$ cat src/rtl/rr_sel_arbiter_4ch.sv
`default_nettype none
// ============================================================================
// Module   : rr_sel_arbiter_4ch
// Purpose  : Four-channel round-robin arbiter driving a 4:1 mux select, with
//            done/request-drop release and a hold-time forced release.
// Revision : 1.0  initial release
// ============================================================================
module rr_sel_arbiter_4ch #(
  parameter int HOLD_MAX = 15,
  parameter int CW       = 4
) (
  input  logic       clk,
  input  logic       rst,
  input  logic [3:0] req,
  input  logic       done,
  output logic [1:0] sel,
  output logic [3:0] gnt,
  output logic       busy,
  output logic       timeout
);

  localparam logic [0:0]    c_IDLE     = 1'b0;
  localparam logic [0:0]    c_GRANT    = 1'b1;
  localparam logic [CW-1:0] c_HOLD_MAX = CW'(HOLD_MAX);

  logic [0:0]    r_state;
  logic [0:0]    w_state_nxt;
  logic [1:0]    r_ptr;
  logic [CW-1:0] r_hold;
  logic [1:0]    r_sel;
  logic          r_timeout;

  logic [1:0]    w_winner;
  logic          w_any_req;
  logic          w_rel_norm;
  logic          w_rel_force;

  assign w_any_req   = |req;
  assign w_rel_norm  = done | ~req[r_sel];
  assign w_rel_force = (r_hold == c_HOLD_MAX);

  // Scan from the farthest offset down so the closest set bit to r_ptr wins.
  always_comb begin
    w_winner = r_ptr;
    for (int k = 3; k >= 0; k--) begin
      if (req[r_ptr + 2'(k)]) begin
        w_winner = r_ptr + 2'(k);
      end
    end
  end

  // State register
  always_ff @(posedge clk or posedge rst) begin
    if (rst) begin
      r_state <= c_IDLE;
    end else begin
      r_state <= w_state_nxt;
    end
  end

  // Next-state logic
  always_comb begin
    w_state_nxt = r_state;
    if (r_state == c_IDLE) begin
      if (w_any_req) begin
        w_state_nxt = c_GRANT;
      end
    end else begin
      if (w_rel_norm || w_rel_force) begin
        w_state_nxt = c_IDLE;
      end
    end
  end

  // Datapath: pointer, hold counter, latched select and timeout pulse
  always_ff @(posedge clk or posedge rst) begin
    if (rst) begin
      r_ptr     <= 2'd0;
      r_hold    <= '0;
      r_sel     <= 2'd0;
      r_timeout <= 1'b0;
    end else begin
      r_timeout <= 1'b0;
      if (r_state == c_IDLE) begin
        if (w_any_req) begin
          r_sel  <= w_winner;
          r_hold <= '0;
        end
      end else if (w_rel_norm) begin
        r_ptr <= r_sel + 2'd1;
      end else if (w_rel_force) begin
        r_ptr     <= r_sel + 2'd1;
        r_timeout <= 1'b1;
      end else begin
        r_hold <= r_hold + 1'b1;
      end
    end
  end

  // Output logic: everything derives from registers, so outputs move only on edges
  always_comb begin
    busy    = (r_state == c_GRANT);
    sel     = r_sel;
    timeout = r_timeout;
    gnt     = 4'b0000;
    if (r_state == c_GRANT) begin
      gnt = 4'b0001 << r_sel;
    end
  end

endmodule
`default_nettype wire
$ cat config.mk
export PLATFORM = sky130hd
export DESIGN_NAME = rr_sel_arbiter_4ch
export DESIGN_NICKNAME = d
export VERILOG_FILES = /design/src/rtl/rr_sel_arbiter_4ch.sv
export SDC_FILE = /design/constraint.sdc
export NUM_CORES = 1
export LEC_CHECK = 0
export CAP_MARGIN = 30
export CORE_MARGIN = 8
export CORE_UTILIZATION = 48
export DETAILED_ROUTE_END_ITERATION = 8
export GPL_ROUTABILITY_DRIVEN = 0
export GPL_TIMING_DRIVEN = 0
export MAX_ROUTING_LAYER = met4
export PLACE_DENSITY = 0.76
export SETUP_SLACK_MARGIN = 0.2
export SLEW_MARGIN = 5
export SYNTH_ARGS = -nofsm -noshare
export SYNTH_HDL_FRONTEND = slang
export SYNTH_SLANG_ARGS = --single-unit
$ cat constraint.sdc
create_clock -name clk -period 2.4 [get_ports clk]
set_input_delay 0.48 -clock clk [delete_from_list [all_inputs] [get_ports clk]]
set_output_delay 0.48 -clock clk [all_outputs]
set_load 0.01 [all_outputs]
==> results of run 1 <==
final timing paths:
path | startpoint | end | slack [ps] | depth (start not counted)
max reg2reg | sel[1]$_DFFE_PP0P_ | r_ptr[1]$_DFFE_PP0P_ | 760 | 4
max in group asynchronous | rst | sel[0]$_DFFE_PP0P_ | 1620 | 2
min reg2reg | r_hold[0]$_DFFE_PP0P_ | r_hold[0]$_DFFE_PP0P_ | 520 | 1
max | sel[1]$_DFFE_PP0P_ | gnt[1] | 300 | 4
min in group clk | r_hold[0]$_DFFE_PP0P_ | r_hold[0]$_DFFE_PP0P_ | 520 | 1
min | rst | sel[1]$_DFFE_PP0P_ | 490 | 2
stage by stage:
step	total power, mW	cells	utilization, %	area, sq um	setup slack (ps)
after floorplan	0.6484	66	-	678.2	816.0
after global placement	0.8300	95	63.53	837.1	251.3
after detailed placement	0.8446	95	63.53	837.1	245.3
after CTS	0.9522	98	65.24	859.6	255.2
after global routing	1.031	98	65.34	860.8	202.3
final	0.9389	98	65.34	860.8	300.5
final cells by class:
class                           instances  area [sq um]
Fill cell                             114         456.7
Multi-Input combinational cell         49         400.4
Sequential cell                        10         251.5
Timing Repair Buffer                   14         140.1
Clock buffer                            3         22.52
Inverter                                6         22.52
Tap cell                               15         18.77
Buffer                                  1         5.005
placed cells by master (no fill, tap or decap), drive strengths merged, types with 2 or more instances in the layout:
master         synthesis  final
dfrtp                 10     10
nand2b                 3      3
o21ai                  3      3
mux2i                  4      4
nor2                   3      3
nand2                  6      6
clkbuf                 0      3
and2                   4      4
a21o                   2      2
o311ai                 2      2
a21oi                  2      2
ha                     5      5
inv                    6      6
clkdlybuf4s50          0     14
mux2                   3      3
power groups by stage:
stage               Clock, mW  Sequential, mW  Combinational [mW]
floorplan                   0           0.322               0.327
global placement            0           0.327               0.503
detailed placement          0           0.332               0.513
CTS                     0.110           0.328               0.514
global route            0.123           0.346               0.563
finish                  0.105           0.330               0.504
repair_timing:
item                       in CTS  in global routing
hold buffers                    0                  0
resized for setup               0                  1
setup endpoints to repair       0                  2
registers in the layout, summed over array words and instances (netlist names):
register,flops
r_hold,4
busy,1
r_ptr,2
timeout,1
sel,2
routing by layer:
metal / vias up / part of all wire, % / global-route usage, % / wire length [microns]
li1: 271 / - / - / -
met1: 254 / 45 / 12.68 / 569
met2: 13 / 47 / 15.23 / 596
met3: 0 / 7.2 / 4.132 / 90
met4: 0 / 0 / 3.782 / 0
met5: - / 0 / - / 0
worst max-delay path, cell delays in order, from the launching register on:
cell             delay [ps]
dfrtp_1                 470
inv_1                    90
ha_1                    190
and2_1                  150
clkdlybuf4s50_1         470
cell families after synthesis:
| logic type | count (synthesis) | share of synthesized area (%) |
|---|---|---|
| flops | 10 | 36.90 |
| buf+inv | 7 | 4.058 |
| compound gates | 15 | 21.04 |
| simple gates | 22 | 16.79 |
| mux | 7 | 11.99 |
| fa+ha+maj | 5 | 9.225 |
==> qor.csv, run 1 <==
stage;metric;value;unit
clock_network;worst skew pair latency;250;ps
clock_network;Clock Root Buffer;clkbuf_4;
floorplan;Die Span X;53.59;microns
yosys;Yosys warnings;0;
pwr;Clock Power Share;11.2;%
grt;largest net degree at the start of global routing;11;
grt;vias in the first global route;501;
clock_network;clock slew at reported path FFs;60;ps
placement;Detailed Place HPWL;1.033;mm
status;status;finished clean;
timing;Hold WS;489.3;ps
critical_path;worst path arrival time;1620;ps
drt;1st-iter DRT viols;14;
critical_path;CP Data Required Time;1920;ps
critical_path;WS Path Type;flip-flop to output port;
grt;first-pass GRT wire length;2.187;mm
drt;vias per cell;5.490;
yosys;dominant cell type by area after synthesis;dfrtp_1;
clock_network;cts bufs inserted;3;
timing;Slew Limit Fails;0;
critical_path;Worst Setup End Kind;output port;
drt;wire length per cell;12.82;microns
hold_path;class of the worst hold path;primary input to asynchronous set/reset pin;
clock_network;CTS Buffer Depth;2;
clock_network;clock sink total;10;
yosys;sequential share of the synthesized area;36.90;%
yosys;Post-Syn Area per Cell;10.28;sq um
timing;fin crit share;87.48;%
critical_path;CP Launch Type;flip-flop;
drt;Residual DRC;0;
timing;setup_tns;0;ps
timing;final hold viol count;0;
pwr;P per Cell Area;1091;nW/um^2
timing;setup violators final;0;
yosys;post-synthesis cell type count;28;
yosys;Post-synth EDFFs;0;
pwr;sequential share of power;35.1;%
yosys;Post-Syn Area;678.2;sq um
timing;min Tclk post-route;2099;ps
floorplan;Placement Rows;13;
grt;initial antenna violation count;0;
yosys;Synth Register Bits;10;
layout;area grow syn2layout;26.94;%
timing;max frequency;0.4763;GHz
grt;grt ovf;0;
drt;via count;538;
yosys;Post-synth ARST share;100.0;%
pwr;internal power;573.3;uW
pwr;switch share;38.94;%
yosys;ys flop type;dfrtp_1;
yosys;synth cell count leaders;dfrtp_1 (10), inv_1 (6), nand2_1 (6);
timing;Max Clock Skew;6.959;ps
clock_network;Post-CTS Setup Bufs;0;
yosys;main area contributors after synthesis;dfrtp_1 (37%), ha_1 (9.2%), mux2i_1 (5.9%);
pwr;Comb power frac;53.7;%
timing;Worst-Margin Slew;473.7;ps
yosys;cell count after synthesis;66;
floorplan;die height;53.59;microns
floorplan;Starting Density;51.47;%
drt;Routed WL;1.256;mm
placement;Buffers on Ports;14;
critical_path;crit-path max FO;7;
timing;RSZ-0062 raised after global routing;false;
grt;gr usage total;10.43;%
drt;Antenna Violating Nets Remaining;0;
clock_network;H-tree level count;1;
drt;DR pass1 iterations;4;
timing;max_slew headroom;68.31;%
run;max_cap viols;0;
yosys;Yosys top cell area share;36.90;%
yosys;most frequent cell after synthesis;dfrtp_1;
pwr;maximum vdd ir drop;678.7;uV
pwr;Static Leak;0.4012;nW
floorplan;num ports;15;
yosys;Mapped Nets;78;
layout;# diodes;0;
layout;Nets;97;
pwr;NetSw;365.7;uW
floorplan;core footprint;1318;sq um
layout;share of layout cells above drive strength 1;13.25;%
clock_network;CTS tree;done;
floorplan;die area;2871;sq um
No activity file was read; power rests on OpenSTA's default activity.
==> run 2: changes to the inputs <==
ABC_AREA = 1   (was default)
PLACE_DENSITY = 0.74   (was 0.76)
==> run 2 against run 1 <==
Compared with the run above:
- global-route usage is 0.84 points higher
- clock skew is 6.4 ps lower
- critical path type unchanged
- die area is 12% higher
==> qor.csv, run 2 <==
stage;metric;value;unit
critical_path;Critical Path Sink;gnt[2];
grt;largest net degree at the start of global routing;11;
critical_path;CP Data Required Time;1920;ps
yosys;Post-Syn Area;797.0;sq um
clock_network;clock sink total;10;
critical_path;crit-path max FO;9;
clock_network;CTS tree;done;
critical_path;delay-heaviest family, CP;buffers and inverters;
layout;Non-Filler Instances;154;
floorplan;Placement Rows;14;
placement;placed cells;150;
grt;gr usage total;11.27;%
grt;vias in the first global route;703;
placement;Detailed Place HPWL;1.343;mm
critical_path;WS Path Type;flip-flop to output port;
critical_path;R2R Setup Slk;1050;ps
yosys;Post-synth ARST share;100.0;%
yosys;Mapped Nets;132;
layout;Nets;151;
layout;fill count;150;
floorplan;Die Span X;56.75;microns
timing;setup violators final;0;
layout;# diodes;0;
drt;1st-iter DRT viols;14;
timing;final hold viol count;0;
floorplan;num ports;15;
critical_path;Cell Chain, Critical Path;inv_2, ha_1, nand2_1, inv_1, clkdlybuf4s50_1;
yosys;largest family of logic cells by synthesized area;simple AND/OR/NAND/NOR gates;
critical_path;CP startpoint;sel[0]$_DFFE_PP0P_;
timing;max frequency;0.4784;GHz
layout;share of layout cells above drive strength 1;13.04;%
timing;fin crit share;87.10;%
drt;vias per cell;4.968;
yosys;Post-synth EDFFs;0;
critical_path;CP Launch Type;flip-flop;
yosys;main area contributors after synthesis;dfrtp_1 (31%), nand2_1 (21%), inv_1 (8.9%);
timing;setup ws final;309.5;ps
layout;commonest non-fill, non-tap cell in the layout;nand2_1;
placement;Buffers on Ports;14;
floorplan;die height;56.75;microns
drt;DR pass1 iterations;4;
timing;min Tclk post-route;2090;ps
pwr;P per Cell Area;1193;nW/um^2
critical_path;WP depth;5;
timing;Slew Limit Fails;0;
yosys;cell count after synthesis;120;
yosys;post-synthesis xor/xnor area fraction;1.099;%
critical_path;crit-path max cell delay;520;ps
drt;via count;765;
pwr;maximum vdd ir drop;675.9;uV
run;max_cap viols;0;
floorplan;die area;3221;sq um
clock_network;H-tree level count;1;
placement;dpl cell area;957.2;sq um
yosys;sequential share of the synthesized area;31.40;%
critical_path;worst path arrival time;1610;ps
layout;Biggest register;r_hold;
clock_network;worst skew pair latency;260;ps
layout;area grow syn2layout;24.96;%
yosys;Compound-Gate Fraction of Synth Area;9.262;%
clock_network;Clock Root Buffer;clkbuf_4;
yosys;ys flop type;dfrtp_1;
layout;fin area;996.0;sq um
clock_network;cts bufs inserted;3;
floorplan;core footprint;1524;sq um
yosys;most frequent cell after synthesis;nand2_1;
layout;Largest register FFs;4;
critical_path;worst flop-to-flop path startpoint;r_ptr[0]$_DFFE_PP0P_;
yosys;Simple-Gate Fraction of Synth Area;38.93;%
drt;Routed WL;1.623;mm
yosys;Yosys warnings;0;
grt;grt ovf;0;
timing;max_slew headroom;75.45;%
critical_path;Worst Setup End Kind;output port;
grt;initial antenna violation count;0;
critical_path;slowest CP cell;clkdlybuf4s50_1;
pwr;Overall Power;1.188;mW
floorplan;Starting Density;52.30;%
layout;most frequent cells in the layout;nand2_1 (45), inv_1 (18), clkdlybuf4s50_1 (14);
yosys;post-synthesis cell type count;22;
status;status;finished clean;
drt;wire length per cell;10.54;microns
yosys;Synth Area in Adders;7.849;%
yosys;Post-Syn Area per Cell;6.642;sq um
timing;RSZ-0062 raised after global routing;false;
hold_path;class of the worst hold path;primary input to asynchronous set/reset pin;
grt;first-pass GRT wire length;2.967;mm
critical_path;worst r2r path cells;11;
timing;setup_tns;0;ps
yosys;Yosys top cell area share;31.40;%
critical_path;number of buffers and inverters on the critical path;3;
clock_network;CTS Buffer Depth;2;
timing;Max Clock Skew;0.5179;ps
yosys;post-synthesis mux area share;0;%
drt;Residual DRC;0;
yosys;dominant cell type by area after synthesis;dfrtp_1;
critical_path;RR Endpoint;sel[0]$_DFFE_PP0P_;
yosys;Synth Register Bits;10;
yosys;synth cell count leaders;nand2_1 (45), inv_1 (19), nand3_1 (11);
drt;Antenna Violating Nets Remaining;0;
clock_network;clock slew at reported path FFs;60;ps
placement;pre-CTS setup slack;544.0;ps
pwr;Static Leak;0.5390;nW
timing;Worst-Margin Slew;367.8;ps
run 2: logic make-up after synthesis:
| kind of cell | Yosys count |
|---|---|
| flops | 10 |
| xor+xnor | 1 |
| simple gates | 70 |
| compound gates | 11 |
| buf+inv | 23 |
| fa+ha+maj | 5 |
run 2: final cells by class:
class	instances	area [sq um]	area share, %
tap	16	20.02	2.010
buffer	2	12.51	1.256
inverter	21	78.83	7.915
timing repair buffer	14	140.1	14.07
multi-input combinational	87	455.4	45.73
sequential	10	252.7	25.38
clock buffer	4	36.28	3.643
run 2: worst min path at each step:
stage,slack (ps),endpoint,cells after the start
2_1_floorplan,320,busy$_DFF_PP0_,1
6_report,480,r_hold[0]$_DFFE_PP0P_,2
4_1_cts,490,r_hold[0]$_DFFE_PP0P_,2
5_1_grt,510,r_hold[0]$_DFFE_PP0P_,2
3_3_place_gp,500,r_hold[0]$_DFFE_PP0P_,1
3_5_place_dp,500,r_hold[0]$_DFFE_PP0P_,1
run 2: worst register-to-register path, cell delays in order (launching register included):
cell and delay [ps]:
dfrtp_1 380, buf_4 170, o21ai_1 190, nand2_1 100, nand2_1 70, inv_1 30, nand2_1 70, nand2_1 50
nand2_1 50, nand2_1 50, nand2_1 50, nand2_1 40
run 2: timing repair:
item                       in CTS  in global routing
setup endpoints to repair       0                  4
buffers inserted                0                  0
hold buffers                    0                  0
resized for setup               0                  3
run 2: routing by layer:
metal | global-route usage [%] | routed length, microns
met4 | 2.013 | 13
met2 | 15.99 | 681
met3 | 5.169 | 120
met1 | 14.45 | 808
met5 | - | 0
run 2: through the flow:
stage,utilization [%],hold WS [ps]
2_1_floorplan,-,320.2
3_5_place_dp,62.81,503.8
5_1_grt,65.35,510.3
4_1_cts,65.19,490.0
6_report,65.35,481.1
3_3_place_gp,62.81,495.7
run 2: report_power, final:
group	internal (mW)	switching [mW]	total (mW)
sequential	0.231	0.0741	0.305
combinational	0.306	0.430	0.735
clock	0.0921	0.0561	0.148
total	0.628	0.560	1.19
